--- config.mk ---
export PLATFORM = sky130hd
export DESIGN_NAME = seq_multiplier
export DESIGN_NICKNAME = d
export VERILOG_FILES = /design/src/rtl/mult_pkg.sv /design/src/rtl/seq_multiplier_rca.sv /design/src/rtl/seq_multiplier.sv
export SDC_FILE = /design/constraint.sdc
export NUM_CORES = 1
export LEC_CHECK = 0
export ABC_CLOCK_PERIOD_IN_PS = 2600
export CORE_MARGIN = 2
export CORE_UTILIZATION = 51
export DETAILED_ROUTE_END_ITERATION = 8
export PLACE_DENSITY = 0.87
export SYNTH_ARGS = -nofsm -noshare
export SYNTH_HDL_FRONTEND = slang
export SYNTH_HIERARCHICAL = 1
export SYNTH_SLANG_ARGS = --single-unit
--- constraint.sdc ---
create_clock -name clk -period 2.6 [get_ports clk]
set_input_delay 0.52 -clock clk [delete_from_list [all_inputs] [get_ports clk]]
set_output_delay 0.52 -clock clk [all_outputs]
set_load 0.02 [all_outputs]
--- src/rtl/mult_pkg.sv ---
// mult_pkg: shared definitions for the sequential shift-and-add multiplier.
//   state_e   : controller state encoding (IDLE / RUN / DONE)
//   width_ok  : legality check for the operand width parameter (2..16)
package mult_pkg;

    typedef enum logic [1:0] {
        ST_IDLE = 2'd0,
        ST_RUN  = 2'd1,
        ST_DONE = 2'd2
    } state_e;

    function automatic bit width_ok(input int w);
        return (w >= 2) && (w <= 16);
    endfunction

endpackage

--- src/rtl/seq_multiplier_rca.sv ---
// rca_n: parametrised ripple-carry adder, N-bit a + b + cin -> N-bit sum plus carry out.
// Ports:
//   a_i, b_i  in  N   addends
//   cin_i     in  1   carry in
//   sum_o     out N   sum
//   cout_o    out 1   carry out of the top bit
module rca_n #(
    parameter int N = 4
) (
    input  logic [N-1:0] a_i,
    input  logic [N-1:0] b_i,
    input  logic         cin_i,
    output logic [N-1:0] sum_o,
    output logic         cout_o
);

    // Carry is walked bit by bit through a scalar so the chain stays a plain ripple.
    logic carry;

    always_comb begin
        carry = cin_i;
        sum_o = '0;
        for (int i = 0; i < N; i++) begin
            sum_o[i] = a_i[i] ^ b_i[i] ^ carry;
            carry    = (a_i[i] & b_i[i]) | (carry & (a_i[i] ^ b_i[i]));
        end
        cout_o = carry;
    end

endmodule

--- src/rtl/seq_multiplier.sv ---
// seq_multiplier: sequential shift-and-add multiplier, WIDTH x WIDTH -> 2*WIDTH,
// one partial product per clock, with a start/busy/done handshake.
// Optional feature macro: SIGNED_MODE_EN (adds is_signed port, two's-complement operands).
// Ports:
//   clk        in   1        system clock, rising edge
//   rst_n      in   1        asynchronous reset, active low
//   start      in   1        latch a/b and begin; honoured in IDLE or DONE only
//   a, b       in   WIDTH    multiplicand / multiplier, sampled on accepted start
//   is_signed  in   1        operands are two's complement (SIGNED_MODE_EN only)
//   busy       out  1        high while in RUN
//   done       out  1        one-cycle pulse, product valid
//   product    out  2*WIDTH  registered result, held until the next completion
//
// state   | meaning
// IDLE    | waiting for start, product holds last result
// RUN     | one shift-and-add step per cycle, WIDTH cycles
// DONE    | product just updated, done pulse; start here chains the next operation
module seq_multiplier
    import mult_pkg::*;
#(
    parameter int WIDTH = 4
) (
    input  logic               clk,
    input  logic               rst_n,
    input  logic               start,
    input  logic [WIDTH-1:0]   a,
    input  logic [WIDTH-1:0]   b,
`ifdef SIGNED_MODE_EN
    input  logic               is_signed,
`endif
    output logic               busy,
    output logic               done,
    output logic [2*WIDTH-1:0] product
);

    if (!width_ok(WIDTH)) begin : g_bad_width
        $error("seq_multiplier: WIDTH must be in 2..16");
    end

    localparam int CNT_W = $clog2(WIDTH);
    localparam logic [CNT_W-1:0] CNT_LAST = CNT_W'(WIDTH - 1);

    state_e               state_q, state_d;
    logic                 accept;
    logic [2*WIDTH-1:0]   acc_q;
    logic [WIDTH-1:0]     mcand_q;
    logic [CNT_W-1:0]     cnt_q;
    logic [2*WIDTH-1:0]   product_q;

    logic [WIDTH-1:0]     op_a, op_b;
    logic [WIDTH-1:0]     add_b;
    logic [WIDTH-1:0]     sum_w;
    logic                 cout_w;
    logic [2*WIDTH-1:0]   acc_shift;
    logic [2*WIDTH-1:0]   result;

`ifdef SIGNED_MODE_EN
    logic neg_q;
    logic neg_d;

    // Magnitudes are exact even for -2^(WIDTH-1): negating 100..0 gives 100..0 unsigned.
    assign op_a   = (is_signed && a[WIDTH-1]) ? -a : a;
    assign op_b   = (is_signed && b[WIDTH-1]) ? -b : b;
    assign neg_d  = is_signed & (a[WIDTH-1] ^ b[WIDTH-1]);
    assign result = neg_q ? -acc_shift : acc_shift;
`else
    assign op_a   = a;
    assign op_b   = b;
    assign result = acc_shift;
`endif

    // Multiplier bits live in the low half of acc and shift out through acc[0].
    assign add_b = acc_q[0] ? mcand_q : '0;

    rca_n #(.N(WIDTH)) u_add (
        .a_i   (acc_q[2*WIDTH-1:WIDTH]),
        .b_i   (add_b),
        .cin_i (1'b0),
        .sum_o (sum_w),
        .cout_o(cout_w)
    );

    assign acc_shift = {cout_w, sum_w, acc_q[WIDTH-1:1]};

    always_comb begin
        state_d = state_q;
        accept  = 1'b0;
        case (state_q)
            ST_IDLE: begin
                if (start) begin
                    accept  = 1'b1;
                    state_d = ST_RUN;
                end
            end
            ST_RUN: begin
                if (cnt_q == CNT_LAST) begin
                    state_d = ST_DONE;
                end
            end
            ST_DONE: begin
                if (start) begin
                    accept  = 1'b1;
                    state_d = ST_RUN;
                end else begin
                    state_d = ST_IDLE;
                end
            end
            default: state_d = ST_IDLE;
        endcase
    end

    always_ff @(posedge clk or negedge rst_n) begin
        if (!rst_n) begin
            state_q   <= ST_IDLE;
            acc_q     <= '0;
            mcand_q   <= '0;
            cnt_q     <= '0;
            product_q <= '0;
`ifdef SIGNED_MODE_EN
            neg_q     <= 1'b0;
`endif
        end else begin
            state_q <= state_d;
            if (accept) begin
                mcand_q <= op_a;
                acc_q   <= {{WIDTH{1'b0}}, op_b};
                cnt_q   <= '0;
`ifdef SIGNED_MODE_EN
                neg_q   <= neg_d;
`endif
            end else if (state_q == ST_RUN) begin
                acc_q <= acc_shift;
                cnt_q <= cnt_q + CNT_W'(1);
                // The final step's sum goes straight into product on the DONE entry edge.
                if (cnt_q == CNT_LAST) begin
                    product_q <= result;
                end
            end
        end
    end

    assign busy    = (state_q == ST_RUN);
    assign done    = (state_q == ST_DONE);
    assign product = product_q;

endmodule

==> results.ini, run 1 <==
[timing]
min_period_over_period_pct=96.53
setup_viol=0
slew_violations=0
worstMarginPinSlew_ps=560.4
fin_ws_ps=90.23
clock-skew-final_ps=4.248
fmax_ghz=0.3984
min_period_ps=2510
relSlewSlack_pct=62.64
hold_viol_final=0

[placement]
dpl.hpwl_um=1639
post-place-cells=138
gp_congestion=0.7820
place_ws_ps=92.90
dpl-instance-area_mm2=0.001443
io_buffers=20

[floorplan]
rows=17
ios=21
die_x_um=52.78
coreArea_mm2=0.002233
dieArea_mm2=0.002786
die_h_um=52.78
initial_utilization_pct=54.34

[drt]
firstDrtPassIters=4
ant_nets=0
post_drt_wl_per_cell_um=15.22
drt_iter0_markers=7
via_count=747
via_per_inst=5.188
totalWireLength_um=2191
drc=0

[logic_synthesis]
synth_top_area_share_pct=49.48
yosysTopAreaCell=dfrtp_1
postSynthCellCount=91
synth_cell_type_count=17
synth.avg_cell_area_um2=13.34
synth_seq_area_share_pct=49.48
yosys_warnings=6
syn_nets=107
synth_area_mm2=0.001214
ys_seq_elements=24
synth_area_leaders=dfrtp_1, mux2_2, mux2i_1, fa_1, a22o_1

[worst_setup_path]
path_cells=and2_1 > fa_1 > inv_1 > fa_1 > inv_1 > fa_1 > inv_1 > fa_1 > inv_1 > mux2_2 > a22o_1
crit_type=flip-flop to flip-flop
cp_max_fo=2
crit_path_start_kind=flip-flop
cp_slowest_cell=dfrtp_1
critical_path_buf_inv_count=4
arrival_ps=2780
r2r-end=acc_q[6]
crit_family=adder cells
cpPeakStageDelay_ps=420
reg2reg_depth=11
r2r_start=mcand_q[0]
worstSetupEndpointType=flip-flop
required_ps=2870
reg2reg_slack_ps=90

[layout]
diodes=0
drive_gt1_share_pct=23.28
fillers=167
layout.nets=133
stdcell_area_mm2=0.001494
multiInputGateArea_um2=546.8
final_cells=144
syn_to_final_growth_pct=23.09
ff_latch_area_um2=600.6

[outcome]
status=finished clean

[worst_hold_path]
hp-start=product[6]
holdPathStages=1
hold_class=flip-flop to flip-flop
whs_endpoint=product[6]

[cts]
cts_resized=0
path_clk_slew_ps=130
htree_levels=1
clock-root-buffer=clkbuf_4
clock_latency_ps=320
cts_buffers=3
cts_hold_buffers=0
cts_tree=done
clockBufferDepth=2
clock-sinks=24

[pwr]
power.density_mw_per_mm2=1224
power_mw=1.828
vdd_drop_max_mv=0.6858
power_leakage_nw=0.7071

[global_route]
grt.overflow.total=0
grt_usage_pct=18.05
grt_max_degree=25
antenna_found_initial=0
grt_pass1_wl_um=3505
grt_pass1_vias=744

[job]
max_cap_viol_count=0

[logic make-up after synthesis]
kind of cell / synth area share, %
simple gates: 5.773
buf+inv: 5.464
fa+ha+maj: 7.629
other cells: 0.3090
mux: 25.67
flops: 49.48
compound gates: 4.949
xor+xnor: 0.7218
[where the power goes]
| group | internal (mW) | total [mW] | switching, mW | leakage (nW) |
|---|---|---|---|---|
| Clock | 0.0856 | 0.197 | 0.111 | 0.0210 |
| Sequential | 0.550 | 0.699 | 0.149 | 0.294 |
| Combinational | 0.526 | 0.933 | 0.407 | 0.392 |
[state kept, by name, indices dropped and copies added (netlist names)]
name / cells
mcand_q: 4
product: 8
state_q: 2
acc_q: 8
cnt_q: 2
[final cells by class]
type,count,share of cell area (%)
sequential,24,40.20
multi-input combinational,52,36.60
timing repair buffer,24,15.41
inverter,12,3.015
clock buffer,4,2.429
tap,28,2.345
[per-stage QoR]
stage	util, %	setup TNS [ps]	hold WS [ps]
2_1_floorplan	-	0	224.4
3_3_place_gp	64.59	0	487.0
3_5_place_dp	64.59	0	493.3
4_1_cts	66.22	0	522.6
5_1_grt	66.89	-29.34	533.7
6_report	66.89	0	518.2
[repair_timing]
action	4_1_cts	5_1_grt
setup buffers	0	2
endpoints found under the hold margin	0	0
setup endpoints to repair	0	1
[per-layer routing]
| metal | share of wire, % | GRT usage, % | vias to the layer above | routed length (µm) |
|---|---|---|---|---|
| met5 | 0 | 0 | - | 0 |
| met4 | 2.7 | 9.829 | 0 | 59 |
| met3 | 3.5 | 2.286 | 10 | 76 |
| met2 | 54 | 30.42 | 19 | 1183 |
| met1 | 40 | 22.28 | 364 | 871 |
| li1 | - | - | 354 | - |
[placed cells by master, fill, tap and decap left out, drive strengths merged]
cell | netlist | routed
a22o | 6 | 6
ha | 1 | 1
a21o | 1 | 1
mux2 | 17 | 17
clkbuf | 0 | 4
inv | 12 | 12
nor2b | 3 | 3
mux2i | 12 | 12
fa | 4 | 4
clkdlybuf4s50 | 0 | 20
xnor2 | 1 | 1
buf | 3 | 4
nor2 | 1 | 1
and2 | 4 | 4
dfrtp | 24 | 24
conb | 1 | 1
nand3b | 1 | 1
[worst max path at each step]
stage	endpoint	slack, ps	startpoint	cells after the start
6_report	acc_q[6]	90	mcand_q[0]	11
5_1_grt	acc_q[6]	-30	mcand_q[0]	11
4_1_cts	acc_q[6]	80	acc_q[0]	11
3_5_place_dp	acc_q[6]	90	acc_q[0]	11
3_3_place_gp	acc_q[6]	210	acc_q[0]	11
2_1_floorplan	acc_q[6]	250	acc_q[0]	11
[cells in the mapped netlist]
| library cell | count |
|---|---|
| buf_6 | 1 |
| nor2_1 | 1 |
| a21o_1 | 1 |
| conb_1 | 1 |
| nor2b_1 | 2 |
| mux2_2 | 17 |
| a22o_1 | 6 |
| inv_1 | 12 |
| fa_1 | 4 |
| xnor2_1 | 1 |
| and2_1 | 4 |
| mux2i_1 | 12 |
| buf_2 | 2 |
| nor2b_2 | 1 |
| ha_1 | 1 |
| nand3b_4 | 1 |
| dfrtp_1 | 24 |
No activity file was read; power rests on OpenSTA's default activity.
==> run 2, diff against run 1 <==
CORE_UTILIZATION = 54   (was 51)
CTS_BUF_LIST = sky130_fd_sc_hd__clkbuf_8   (was default)
PLACE_DENSITY = 0.91   (was 0.87)
REMOVE_ABC_BUFFERS = 1   (was default)
==> run 2 against run 1 <==
Worst hold slack got worse by 9.6 ps. Non-clock buffer count fell by 1. Utilization up 2.7 points. Power up 3.3%. Maximum frequency is 0.66% higher. Global-route usage up 2.3 points. Combinational power is essentially flat. Sequential share of layout area fell by 0.43 points. Via count grew 2.3%. Sequential power about the same. Highest routed layer unchanged. Largest power group unchanged.
==> results.ini, run 2 (synthesis gave the netlist of run 1 again) <==
[floorplan]
die_x_um=51.41  ; -2.6%
ios=21  ; unchanged
rows=17  ; unchanged
coreArea_mm2=0.002170  ; -2.9%
die_h_um=51.41  ; -2.6%
initial_utilization_pct=55.94  ; +1.6 points
dieArea_mm2=0.002643  ; -5.1%

[placement]
post-place-cells=138  ; unchanged
io_buffers=20  ; unchanged
dpl-instance-area_mm2=0.001443  ; unchanged
place_ws_ps=60.93  ; -31.98 ps
gp_congestion=0.7888  ; +0.87%
dpl.hpwl_um=1624  ; -0.93%

[layout]
diodes=0  ; unchanged
syn_to_final_growth_pct=24.43
ff_latch_area_um2=600.6  ; unchanged
stdcell_area_mm2=0.001510  ; +1.1%
layout_commonest_cell=dfrtp_1
layout.nets=132  ; -0.75%
drive_gt1_share_pct=25.22  ; +1.9 points
final_cells=143  ; -0.69%
layout_common_cells=dfrtp_1, clkdlybuf4s50_1, mux2_2, mux2i_1, inv_1
multiInputGateArea_um2=551.8  ; +0.92%
fillers=158  ; -5.4%

[worst_setup_path]
reg2reg_depth=11  ; unchanged
required_ps=2770  ; -100 ps
r2r_start=acc_q[0]
reg2reg_slack_ps=110  ; +20 ps
crit_path_start_kind=flip-flop
crit_type=flip-flop to flip-flop
arrival_ps=2660  ; -120 ps
cp_max_fo=4  ; +2
r2r-end=acc_q[6]
worstSetupEndpointType=flip-flop

[cts]
clockBufferDepth=2  ; unchanged
clock-sinks=24  ; unchanged
clock-root-buffer=clkbuf_8
htree_levels=1  ; unchanged
cts_hold_buffers=0  ; unchanged
clock_latency_ps=270  ; -50 ps
cts_buffers=3  ; unchanged
path_clk_slew_ps=80  ; -50 ps
cts_tree=done

[global_route]
grt_max_degree=25  ; unchanged
grt_usage_pct=20.33  ; +2.3 points
grt.overflow.total=0  ; unchanged
grt_pass1_vias=819  ; +10%
grt_pass1_wl_um=3864  ; +10%
antenna_found_initial=0  ; unchanged

[drt]
drc=0  ; unchanged
ant_nets=0  ; unchanged
post_drt_wl_per_cell_um=15.16  ; -0.36%
firstDrtPassIters=4  ; unchanged
via_count=764  ; +2.3%
totalWireLength_um=2168  ; -1.0%
via_per_inst=5.343  ; +3.0%
drt_iter0_markers=11  ; +4

[worst_hold_path]
hold_class=flip-flop to flip-flop
holdPathStages=1  ; unchanged
hp-start=product[1]
whs_endpoint=product[1]

[timing]
clock-skew-final_ps=4.511  ; +0.2629 ps
hold_viol_final=0  ; unchanged
min_period_over_period_pct=95.90  ; -0.63 points
fmax_ghz=0.4011  ; +0.66%
relSlewSlack_pct=60.48  ; -2.2 points
fin_ws_ps=106.6  ; +16.40 ps
fin_tns_setup_ps=0  ; unchanged
setup_viol=0  ; unchanged
worstMarginPinSlew_ps=592.8  ; +32.35 ps
slew_violations=0  ; unchanged
min_period_ps=2493  ; -16.40 ps

[pwr]
pwr-share-seq_pct=37.2  ; -1.0 points
vdd_drop_max_mv=0.7629  ; +11%
power_frac_comb_pct=49.4  ; -1.6 points
power_leakage_nw=0.7103  ; +0.46%
switching_share_pct=35.67  ; -0.81 points
power.density_mw_per_mm2=1251  ; +2.2%
power.switching_mw=0.6738  ; +1.0%
internal_power_mw=1.215  ; +4.6%
pwr-share-clk_pct=13.5  ; +2.7 points

[job]
max_cap_viol_count=0  ; unchanged

[outcome]
status=finished clean

[run 2: cell count changes in the layout (fill, tap and decap cells not counted), sizes merged]
cell	before	now
buf	4	3
[run 2: cell type report]
class	instances	area share, %
Inverter	12	2.983
Timing Repair Buffer	23	14.75
Multi-Input combinational cell	52	36.54
Sequential cell	24	39.77
Tap cell	28	2.320
Clock buffer	4	3.645
[run 2: stage by stage]
step | hold WS (ps) | total power [mW] | util [%]
3_3_place_gp | 487.5 | 1.570 | 66.49
5_1_grt | 529.3 | 2.035 | 69.61
3_5_place_dp | 491.7 | 1.625 | 66.49
6_report | 508.7 | 1.889 | 69.61
4_1_cts | 510.4 | 1.878 | 69.03
2_1_floorplan | 224.4 | 1.303 | -
[run 2: how the worst max path moves through the flow]
stage                     slack, ps  cells after the start       end  startpoint
after floorplan                 250                     11  acc_q[6]    acc_q[0]
after CTS                        50                     11  acc_q[6]    acc_q[0]
after detailed placement         60                     11  acc_q[6]    acc_q[0]
after global placement          210                     11  acc_q[6]    acc_q[0]
after global routing             -7                     11  acc_q[6]    acc_q[0]
final                           110                     11  acc_q[6]    acc_q[0]
[run 2: timing repair]
item	in CTS	in global routing
setup endpoints to repair	0	2
hold endpoints to repair	0	0
gates resized for setup	0	3
setup buffers	0	1
[run 2: metal layers]
layer | GRT usage (%) | vias up | part of all wire (%) | wire length, µm
li1 | - | 355 | - | -
met1 | 26.13 | 392 | 42 | 912
met2 | 34.19 | 12 | 54 | 1160
met3 | 1.754 | 5 | 1.8 | 40
met4 | 10.53 | 0 | 2.5 | 55
met5 | 0 | - | 0 | 0
[run 2: power groups by stage]
| stage | combinational (mW) | sequential [mW] | clock (mW) |
|---|---|---|---|
| final | 0.933 | 0.702 | 0.254 |
| after floorplan | 0.541 | 0.763 | 0 |
| after CTS | 0.919 | 0.702 | 0.257 |
| after detailed placement | 0.913 | 0.712 | 0 |
| after global placement | 0.875 | 0.695 | 0 |
| after global routing | 1.03 | 0.731 | 0.278 |
[run 2: worst max-delay path, stage by stage, from the launching register on]
cell and delay, ps:
dfrtp_1 390, and2_4 160, fa_2 190, inv_2 40, fa_1 360, inv_1 80
fa_1 160, inv_1 50, fa_1 490, inv_1 60, mux2_2 260, a22o_1 170
